`src/rtl/fredkin_serial_adder.sv`:
```
// Bit-serial WIDTH-bit adder built around a Fredkin-gate full adder.
// Operands are shifted LSB first through one cswap_fa; a carry flop
// links successive bits. Valid/ready handshakes on both sides.
// Optional macro FSA_SUB_EN adds a 'sub' input for two's-complement a - b.

// Fredkin gate: passes c through, swaps x/y when c is high.
module cswap (
  input  logic c,
  input  logic x,
  input  logic y,
  output logic p,
  output logic q,
  output logic r
);
  assign p = c;
  assign q = (c & y) | (~c & x);
  assign r = (c & x) | (~c & y);
endmodule

// Reversible full adder made from five Fredkin gates with constant inputs.
module cswap_fa (
  input  logic a,
  input  logic b,
  input  logic ci,
  output logic s,
  output logic co
);
  logic nb, axb, nci;
  logic unused_p1, unused_r1, unused_p2, unused_r2;
  logic unused_p3, unused_r3, unused_p4, unused_r4, unused_p5, unused_r5;

  // nb = ~b
  cswap g1 (.c(b),   .x(1'b1), .y(1'b0), .p(unused_p1), .q(nb),  .r(unused_r1));
  // axb = a ^ b
  cswap g2 (.c(a),   .x(b),    .y(nb),   .p(unused_p2), .q(axb), .r(unused_r2));
  // nci = ~ci
  cswap g3 (.c(ci),  .x(1'b1), .y(1'b0), .p(unused_p3), .q(nci), .r(unused_r3));
  // s = a ^ b ^ ci
  cswap g4 (.c(axb), .x(ci),   .y(nci),  .p(unused_p4), .q(s),   .r(unused_r4));
  // co = (a ^ b) ? ci : a
  cswap g5 (.c(axb), .x(a),    .y(ci),   .p(unused_p5), .q(co),  .r(unused_r5));
endmodule

module fredkin_serial_adder #(
  parameter int WIDTH = 8
) (
  input  logic             clk,
  input  logic             rst_n,
  input  logic             in_valid,
  output logic             in_ready,
  input  logic [WIDTH-1:0] a,
  input  logic [WIDTH-1:0] b,
  input  logic             cin,
`ifdef FSA_SUB_EN
  input  logic             sub,
`endif
  output logic             out_valid,
  input  logic             out_ready,
  output logic [WIDTH-1:0] sum,
  output logic             cout
);
  localparam int CW = $clog2(WIDTH) + 1;
  localparam logic [CW-1:0] LAST = CW'(WIDTH - 1);

  typedef enum logic [1:0] {IDLE, BUSY, DONE} state_t;

  state_t state, next_state;
  logic [WIDTH-1:0] a_sr, b_sr, b_load, sum_next;
  logic [CW-1:0]    cnt;
  logic             carry, cin_load, fa_s, fa_cout;

  cswap_fa u_fa (.a(a_sr[0]), .b(b_sr[0]), .ci(carry), .s(fa_s), .co(fa_cout));

`ifdef FSA_SUB_EN
  // Subtract mode selects ~b and a forced carry-in of 1, all via Fredkin gates.
  for (genvar i = 0; i < WIDTH; i++) begin : g_inv
    logic nb_i;
    logic unused_pa, unused_ra, unused_pb, unused_rb;
    cswap u_not (.c(b[i]), .x(1'b1), .y(1'b0), .p(unused_pa), .q(nb_i),      .r(unused_ra));
    cswap u_sel (.c(sub),  .x(b[i]), .y(nb_i), .p(unused_pb), .q(b_load[i]), .r(unused_rb));
  end
  logic unused_pc, unused_rc;
  cswap u_csel (.c(sub), .x(cin), .y(1'b1), .p(unused_pc), .q(cin_load), .r(unused_rc));
`else
  assign b_load   = b;
  assign cin_load = cin;
`endif

  // New sum bit enters at the MSB so the LSB-first stream ends up aligned.
  if (WIDTH == 1) begin : g_sum1
    assign sum_next = fa_s;
  end else begin : g_sumn
    assign sum_next = {fa_s, sum[WIDTH-1:1]};
  end

  // State register.
  always_ff @(posedge clk or negedge rst_n) begin
    if (!rst_n) state <= IDLE;
    else        state <= next_state;
  end

  // Next-state and handshake decode; in_ready/out_valid come straight from state.
  always_comb begin
    next_state = state;
    in_ready   = 1'b0;
    out_valid  = 1'b0;
    case (state)
      IDLE: begin
        in_ready = 1'b1;
        if (in_valid) next_state = BUSY;
      end
      BUSY: begin
        if (cnt == LAST) next_state = DONE;
      end
      DONE: begin
        out_valid = 1'b1;
        if (out_ready) next_state = IDLE;
      end
      default: next_state = IDLE;
    endcase
  end

  // Datapath: load operands on accept, then shift one bit pair per BUSY cycle.
  always_ff @(posedge clk or negedge rst_n) begin
    if (!rst_n) begin
      a_sr  <= '0;
      b_sr  <= '0;
      carry <= 1'b0;
      cnt   <= '0;
      sum   <= '0;
      cout  <= 1'b0;
    end else begin
      case (state)
        IDLE: begin
          if (in_valid) begin
            a_sr  <= a;
            b_sr  <= b_load;
            carry <= cin_load;
            sum   <= '0;
            cnt   <= '0;
          end
        end
        BUSY: begin
          sum   <= sum_next;
          a_sr  <= a_sr >> 1;
          b_sr  <= b_sr >> 1;
          carry <= fa_cout;
          cnt   <= cnt + CW'(1);
          if (cnt == LAST) cout <= fa_cout;
        end
        default: ;
      endcase
    end
  end
endmodule

```
`config.mk`:
```
export PLATFORM = sky130hd
export DESIGN_NAME = fredkin_serial_adder
export DESIGN_NICKNAME = d
export VERILOG_FILES = /design/src/rtl/fredkin_serial_adder.sv
export SDC_FILE = /design/constraint.sdc
export NUM_CORES = 1
export LEC_CHECK = 0
export BUFFER_PORTS_ARGS = -buffer_cell sky130_fd_sc_hd__buf_2
export CAP_MARGIN = 25
export CORE_MARGIN = 5
export CORE_UTILIZATION = 40
export CTS_CLUSTER_SIZE = 12
export DETAILED_ROUTE_END_ITERATION = 8
export SKIP_LAST_GASP = 1
export SLEW_MARGIN = 10
export SYNTH_ARGS = -nofsm -noshare
export SYNTH_HDL_FRONTEND = slang
export SYNTH_SLANG_ARGS = --single-unit
```
`constraint.sdc`:
```
create_clock -name clk -period 2.19 [get_ports clk]
set_clock_uncertainty 0.15 [all_clocks]
set_input_delay 0.219 -clock clk [delete_from_list [all_inputs] [get_ports clk]]
set_output_delay 0.219 -clock clk [all_outputs]
set_load 0.01 [all_outputs]
```
# After elaboration in Yosys (flattened, before gate mapping)
# Cells that the tools add are included.
# classes
n_addsub	1
eq_ne	6
mux	16
bitwise_logic	13
reduce_logical	5
# op_table
op	count
$pmux W8 S2	3
$mux W8	3
$pmux W4 S2	1
$and A1 B1 Y1	6
$mux W2	3
$ne A2 B2 Y1 const B	3
$pmux W2 S3	1
$add A4 B1 Y4 const B	1
$eq A4 B3 Y1 const B	1
$mux W4	1
$not A1 Y1	4
$reduce_and A2 Y1	2
$mux W1	3
$or A1 B1 Y1	3
$reduce_and A3 Y1	1
$eq A2 B1 Y1 const B	1
$eq A2 B2 Y1 const B	1
$logic_not A2 Y1	1
$pmux W1 S2	1
$reduce_bool A2 Y1	1
# word_totals
register_bits	32
input_bits	21
out_inout_bits	11
elab_cells	48

# Logic depth before layout (Yosys ltp)
# Gate-level depths: netlist of run 1.
# logic_depth
ltp_word	7
mapped_depth	5
mapped_depth_nobuf	4

# By module
# From an unflattened synthesis of run 1, not the netlist that was laid out.
# unflattened
cells_unflattened	157
area_unflattened_um2	1674.1
# modules_own_cells
module	instances	cells_each	area_per_inst_um2	seq_area_each_um2
fredkin_serial_adder	1	140	1516.5	800.8
cswap	5	3	30.0	0.0
cswap_fa	1	2	7.5	0.0

# Worst setup path after synthesis of run 1
# Ideal clock, no wire load.
# synth_timing
path_type	register -> register
startpoint	reg cnt[0]
endpoint	reg cout
setup_ns	0.125
arrival_time_ns	1.164
t_required_ns	1.915
slack_ns	0.750
path_stages_with_launch	5
n_path_buf	0
synth_period_minus_slack_ns	1.440
path_cell_list	dfrtp_1 ha_1 and3b_1 nand2_2 mux2_4
# synth_between
elab_chain_cells	2
# synth_lines
element	line_no	rtl
start: declaration	69	logic [CW-1:0] cnt;
start signal: assignment	148	cnt <= cnt + CW'(1);
$eq A4 B3 Y1	149	if (cnt == LAST) cout <= fa_cout;
$reduce_and A2 Y1 (no line)	n/a	
end signal: assignment	149	
end: declaration	60	output logic cout
# No other way between the ends.
# A chain may end at the register's enable or synchronous reset.

# Final worst setup path of run 1
# layout_timing
startpoint	reg state[1]
endpoint	out out_valid
# layout_between
elab_chain_cells	2
# layout_lines
element	line_no	rtl
start: declaration	67	state_t state, next_state;
start signal: assignment	99	else state <= next_state;
$eq A2 B2 Y1	107	case (state)
$mux W1	107	
end: declaration	57	output logic out_valid,
# No other way between the ends.

==> results.md, run 1 <==
* Pin count of the biggest net entering global routing at 33
* Clk_lat worst skew at 0.28 ns
* # setup viols final at 0
* Drt drc at 0
* Reg-to-Reg Start: state[0]
* Post-synthesis area per instance at 11.0 µm²
* Post-synth top flop: dfrtp_1
* CP max stage cell: dfrtp_1
* Worst vdd ir at 0.000471 V
* CP required at 1.82 ns
* Rel. slew slack at 49.4%
* Final worst slack at 0.384 ns
* Hold Crit Depth at 2
* Reg2Reg Depth at 3
* WL per Instance at 15.0 µm
* Post-route cell area at 1930 µm²
* Vias in the first global route at 1,256
* Drt total wl at 3.48 mm
* Capture point of the worst reg-to-reg path: cnt[3]
* Vias at 1,254
* Crit Path Max Fanout at 14
* Ratio of cells with drive above 1 in the final layout at 35.2%
* Die X at 73.6 µm
* # IOs at 32
* TritonRoute pass-1 iters at 4
* Max Fclk at 554 MHz
* Initial Util at 40.8%
* Setup crit start kind: register
* Max Cap Viol at 0
* Antenna violations before repair at 0
* Slowest stage delay, CP at 0.62 ns
* Fin crit period at 1.81 ns
* Worst hold start: out_ready
* Initial DRC count at 80
* Vias per std cell at 5.41
* Clock sink count at 32
* Final hold vios at 0
* Syn_nets at 169
* Pwr Density at 1360 nW/µm²
* Global-route wire length before repair at 5.93 mm
* RePlAce Congestion at 0.733
* Arr. time, crit path at 1.44 ns
* Root Buffer: clkbuf_8
* Synth Register Bits at 32
* TritonCTS clock tree: yes
* Reg-to-reg slack, setup at 0.55 ns
* Ys async rst share at 100%
* Final cell count without fillers at 232
* Worst-path clk slew at 0.07 ns
* Final Power at 2.62 mW
* Die Footprint at 5420 µm²
* Placed cell count at 223
* FILL cells at 403
* Post-synth EDFFs at 0
* Area delta synth->final at 19.2%
* Worst-margin pin slew at 0.758 ns
* CTS buffer count at 5
* Crit. End Element: output pin
* GR Overflow Total at 0
* GRT Resource Usage Total at 14.2%
* Post-cts gate resize count at 0
* DP Wirelength at 2.40 mm
* # diodes at 0
* Worst min-delay path class: primary input to register
* Die Span Y at 73.6 µm
* RSZ-0062 raised after global routing: no
* Slew Limit Fails at 0
* Critical path, cell by cell: buf_4 -> nand2b_1 -> inv_1 -> buf_2
* Hold Path End: state[1]
* Sequential fraction of the synthesis area at 49.4%
* Port Buffer Count at 31
* Leak at 0.907 nW
* Crit Path Category: register to output pin
* Final period util at 82.5%
* Post-place setup slack at 0.534 ns
* Crit path from: state[1]
* Row count at 23
* Mapped Area at 1620 µm²
* YS warnings at 0
* Nets at 203
* Core footprint at 3970 µm²
* Netlist cell types at 34
* H-tree levels at 2
* Antenna Nets Post-Route at 0
* Setup TNS at 0 ns
* Status: complete, no violations
* Post-Syn Instances at 147
* DP Area at 1790 µm²
* Clock Path Buffers at 2
## cells in the mapped netlist (all sizes together), types with 2 or more instances
cell    n  area, µm²
nand2   5       21.3
a22oi  14        105
nor2b  13       83.8
and2b   6       45.0
o21ai  20        123
inv     2       7.51
a21oi  18        128
a22o    9       78.8
buf    10       85.1
nor2    2       7.51
xnor2   2       17.5
dfrtp  32        801
## worst max-delay path: cells and delay by family, from the launching register on
kind,cells,cell delay (ns)
DFF,1,0.62
buffers and inverters,3,0.45
and+or+nand+nor,1,0.08
## stage by stage
| stage | utilization (%) | hold WS (ns) |
|---|---|---|
| 5_1_grt | 48.6 | 0.0323 |
| 3_3_place_gp | 45.2 | 0.155 |
| 3_5_place_dp | 45.2 | 0.170 |
| 2_1_floorplan | - | -0.227 |
| 4_1_cts | 48.6 | 0.00856 |
| 6_report | 48.6 | 0.0134 |
## layout by cell type, fill, tap and decap left out, types with 2 or more instances in the layout
cell type,n
a22oi_1,14
a22o_1,9
o21ai_1,6
and2b_1,6
dfrtp_1,32
xnor2_1,2
nor2_1,2
buf_2,31
inv_1,2
o21ai_2,6
buf_4,6
a21oi_1,8
clkbuf_8,7
nand2_1,4
o21ai_0,8
nor2b_1,12
a21oi_2,10
## logic make-up (layout without fill, tap and decap cells)
group,count (synthesis),in the layout,share of synthesized area (%)
xor+xnor,2,2,1.08
compound gates,66,66,29.2
fa+ha+maj,2,2,1.39
simple gates,30,30,11.4
flops,32,32,49.4
buf+inv,13,48,5.95
mux,2,2,1.54
## where the power goes
| part | internal, mW | leakage (nW) | switching [mW] |
|---|---|---|---|
| sequential | 0.823 | 0.419 | 0.217 |
| clock | 0.401 | 0.0645 | 0.214 |
| combinational | 0.460 | 0.424 | 0.501 |
## area by class of cell
type,instances,area (µm²),area share (%)
clock inverters,1,30.0,1.56
inverters,2,7.51,0.389
multi-input cells,102,723,37.5
repair buffers,38,210,10.9
flip-flops and latches,32,801,41.5
clock buffers,7,96.3,4.99
well taps,50,62.6,3.24
## state kept, by name, summed over array words and instances, names as in the netlist
| name | cells |
|---|---|
| carry | 1 |
| cout | 1 |
| state | 2 |
| b_sr | 8 |
| cnt | 4 |
| a_sr | 8 |
| sum | 8 |
## what timing repair did
action / in CTS / in global routing
hold buffers: 1 / 0
endpoints found under the setup margin: 0 / 0
setup buffers: 0 / 0
endpoints found under the hold margin: 32 / 0
## worst max path at each step
stage	endpoint
after floorplan	cout
after global placement	cnt[3]
after detailed placement	cnt[3]
after CTS	out_valid
final	out_valid
after global routing	out_valid
## per-layer routing
metal  GRT usage (%)  wire, µm
met1            17.5      1550
met4            5.63        48
met3            5.06       196
met2            22.6      1680
met5               0         0
(Power assumes the default switching activity.)
==> run 2: changes to the inputs <==
==> constraint.sdc (replaced) <==
create_clock -name clk -period 1.68 [get_ports clk]
set_clock_uncertainty 0.15 [all_clocks]
set_input_delay 0.168 -clock clk [delete_from_list [all_inputs] [get_ports clk]]
set_output_delay 0.168 -clock clk [all_outputs]
set_load 0.01 [all_outputs]
==> results.md, run 2 (same netlist as run 1, synthesis figures left out) <==
* CP required at 1.36 ns
* Worst min-delay path class: primary input to register
* Final hold vios at 0
* TritonCTS clock tree: yes
* Final period util at 92.6%
* Register area at 801 µm²
* # Post-CTS Setup Buffers at 0
* Initial DRC count at 58
* Pin count of the biggest net entering global routing at 33
* GR Overflow Total at 0
* Max Fclk at 643 MHz
* # diodes at 0
* Reg-to-reg slack, setup at 0.16 ns
* Status: complete, no violations
* Core footprint at 3970 µm²
* Port Buffer Count at 31
* Arr. time, crit path at 1.24 ns
* Reg-to-Reg Start: cnt[0]
* Leak at 0.924 nW
* Die X at 73.6 µm
* Max Cap Viol at 0
* Crit. End Element: output pin
* Reg2Reg Depth at 4
* Worst-margin pin slew at 0.726 ns
* Nets at 211
* Root Buffer: clkbuf_8
* FILL cells at 404
* Final cell count without fillers at 240
* Vias in the first global route at 1,325
* Area delta synth->final at 21.5%
* Worst vdd ir at 0.000511 V
* Hold Crit Depth at 3
* WL per Instance at 14.7 µm
* RSZ-0062 raised after global routing: no
* Drt drc at 0
* Drt total wl at 3.53 mm
* DP Area at 1810 µm²
* Crit Path Max Fanout at 19
* Commonest non-fill, non-tap cell in the layout: dfrtp_1
* Slew Limit Fails at 0
* Clk_lat worst skew at 0.28 ns
* H-tree levels at 2
* Rel. slew slack at 51.6%
* Multi-input gate area at 723 µm²
* Final Util at 49.6%
* GRT Resource Usage Total at 15.0%
* Crit Path Category: register to output pin
* Vias per std cell at 5.33
* Antenna violations before repair at 0
* CTS buffer count at 5
* Clock sink count at 32
* Hold slack at 0.00759 ns
* Die Span Y at 73.6 µm
* Antenna Nets Post-Route at 0
* Clock Path Buffers at 2
* Row count at 23
* Ratio of cells with drive above 1 in the final layout at 33.7%
* # IOs at 32
* Initial Util at 40.8%
* Setup crit start kind: register
* Capture point of the worst reg-to-reg path: cout
* Commonest non-fill, non-tap cells in the layout: 32 x dfrtp_1, 31 x buf_2, 14 x a22oi_1, 12 x nor2b_1, 10 x a21oi_2
* Placed cell count at 225
* TritonRoute pass-1 iters at 4
* Setup TNS at 0 ns
* Hold Path End: b_sr[1]
* RePlAce Congestion at 0.723
* Regs by FF count: a_sr x8, b_sr x8, sum x8
* Vias at 1,279
* Fin crit period at 1.56 ns
* Pwr Density at 1650 nW/µm²
* Die Footprint at 5420 µm²
* Worst hold start: b[1]
* Post-route cell area at 1970 µm²
* Global-route wire length before repair at 6.19 mm
* DP Wirelength at 2.42 mm
* # setup viols final at 0
* Worst-path clk slew at 0.06 ns
[run 2: layout make-up]
class,count,area share [%]
Clock buffer,8,4.57
Timing Repair Buffer,46,14.5
Multi-Input combinational cell,102,36.7
Sequential cell,32,40.7
Inverter,2,0.381
Tap cell,50,3.18
[run 2: metal layers]
metal / vias to the layer above / GRT usage [%] / wire length, µm / part of all wire [%]
met5: - / 0 / 0 / 0
met4: 0 / 4.83 / 48 / 1.4
met3: 5 / 4.65 / 147 / 4.2
met2: 21 / 25.3 / 1780 / 50
met1: 635 / 18.0 / 1560 / 44
li1: 618 / - / - / -
[run 2: per-stage QoR]
step	power (mW)	worst slack, ns
floorplan	2.31	0.240
global placement	2.58	0.220
detailed placement	2.65	0.177
CTS	3.29	0.101
global route	3.49	0.0426
finish	3.24	0.125
[run 2: where the power goes]
group          switching (mW)  total (mW)  internal, mW
Sequential              0.269        1.34          1.07
Clock                   0.274       0.608         0.334
Combinational           0.672        1.29         0.622
[run 2: worst max-delay path by stage]
stage	from	to	depth (start not counted)
2_1_floorplan	cnt[0]	cout	4
3_3_place_gp	cnt[0]	cout	4
3_5_place_dp	cnt[0]	cout	4
4_1_cts	state[0]	in_ready	3
5_1_grt	state[0]	in_ready	3
6_report	state[0]	in_ready	3
[run 2: repair_timing]
item                                    4_1_cts  5_1_grt
endpoints found under the setup margin        0        0
hold buffers                                  7        0
endpoints found under the hold margin        38        0
resized for setup                             0        0
[run 2: worst max-delay path, cell delays in order, from the launching register on]
cell and delay, ns:
dfrtp_1 0.44, buf_4 0.30, nor2_1 0.07, buf_2 0.14
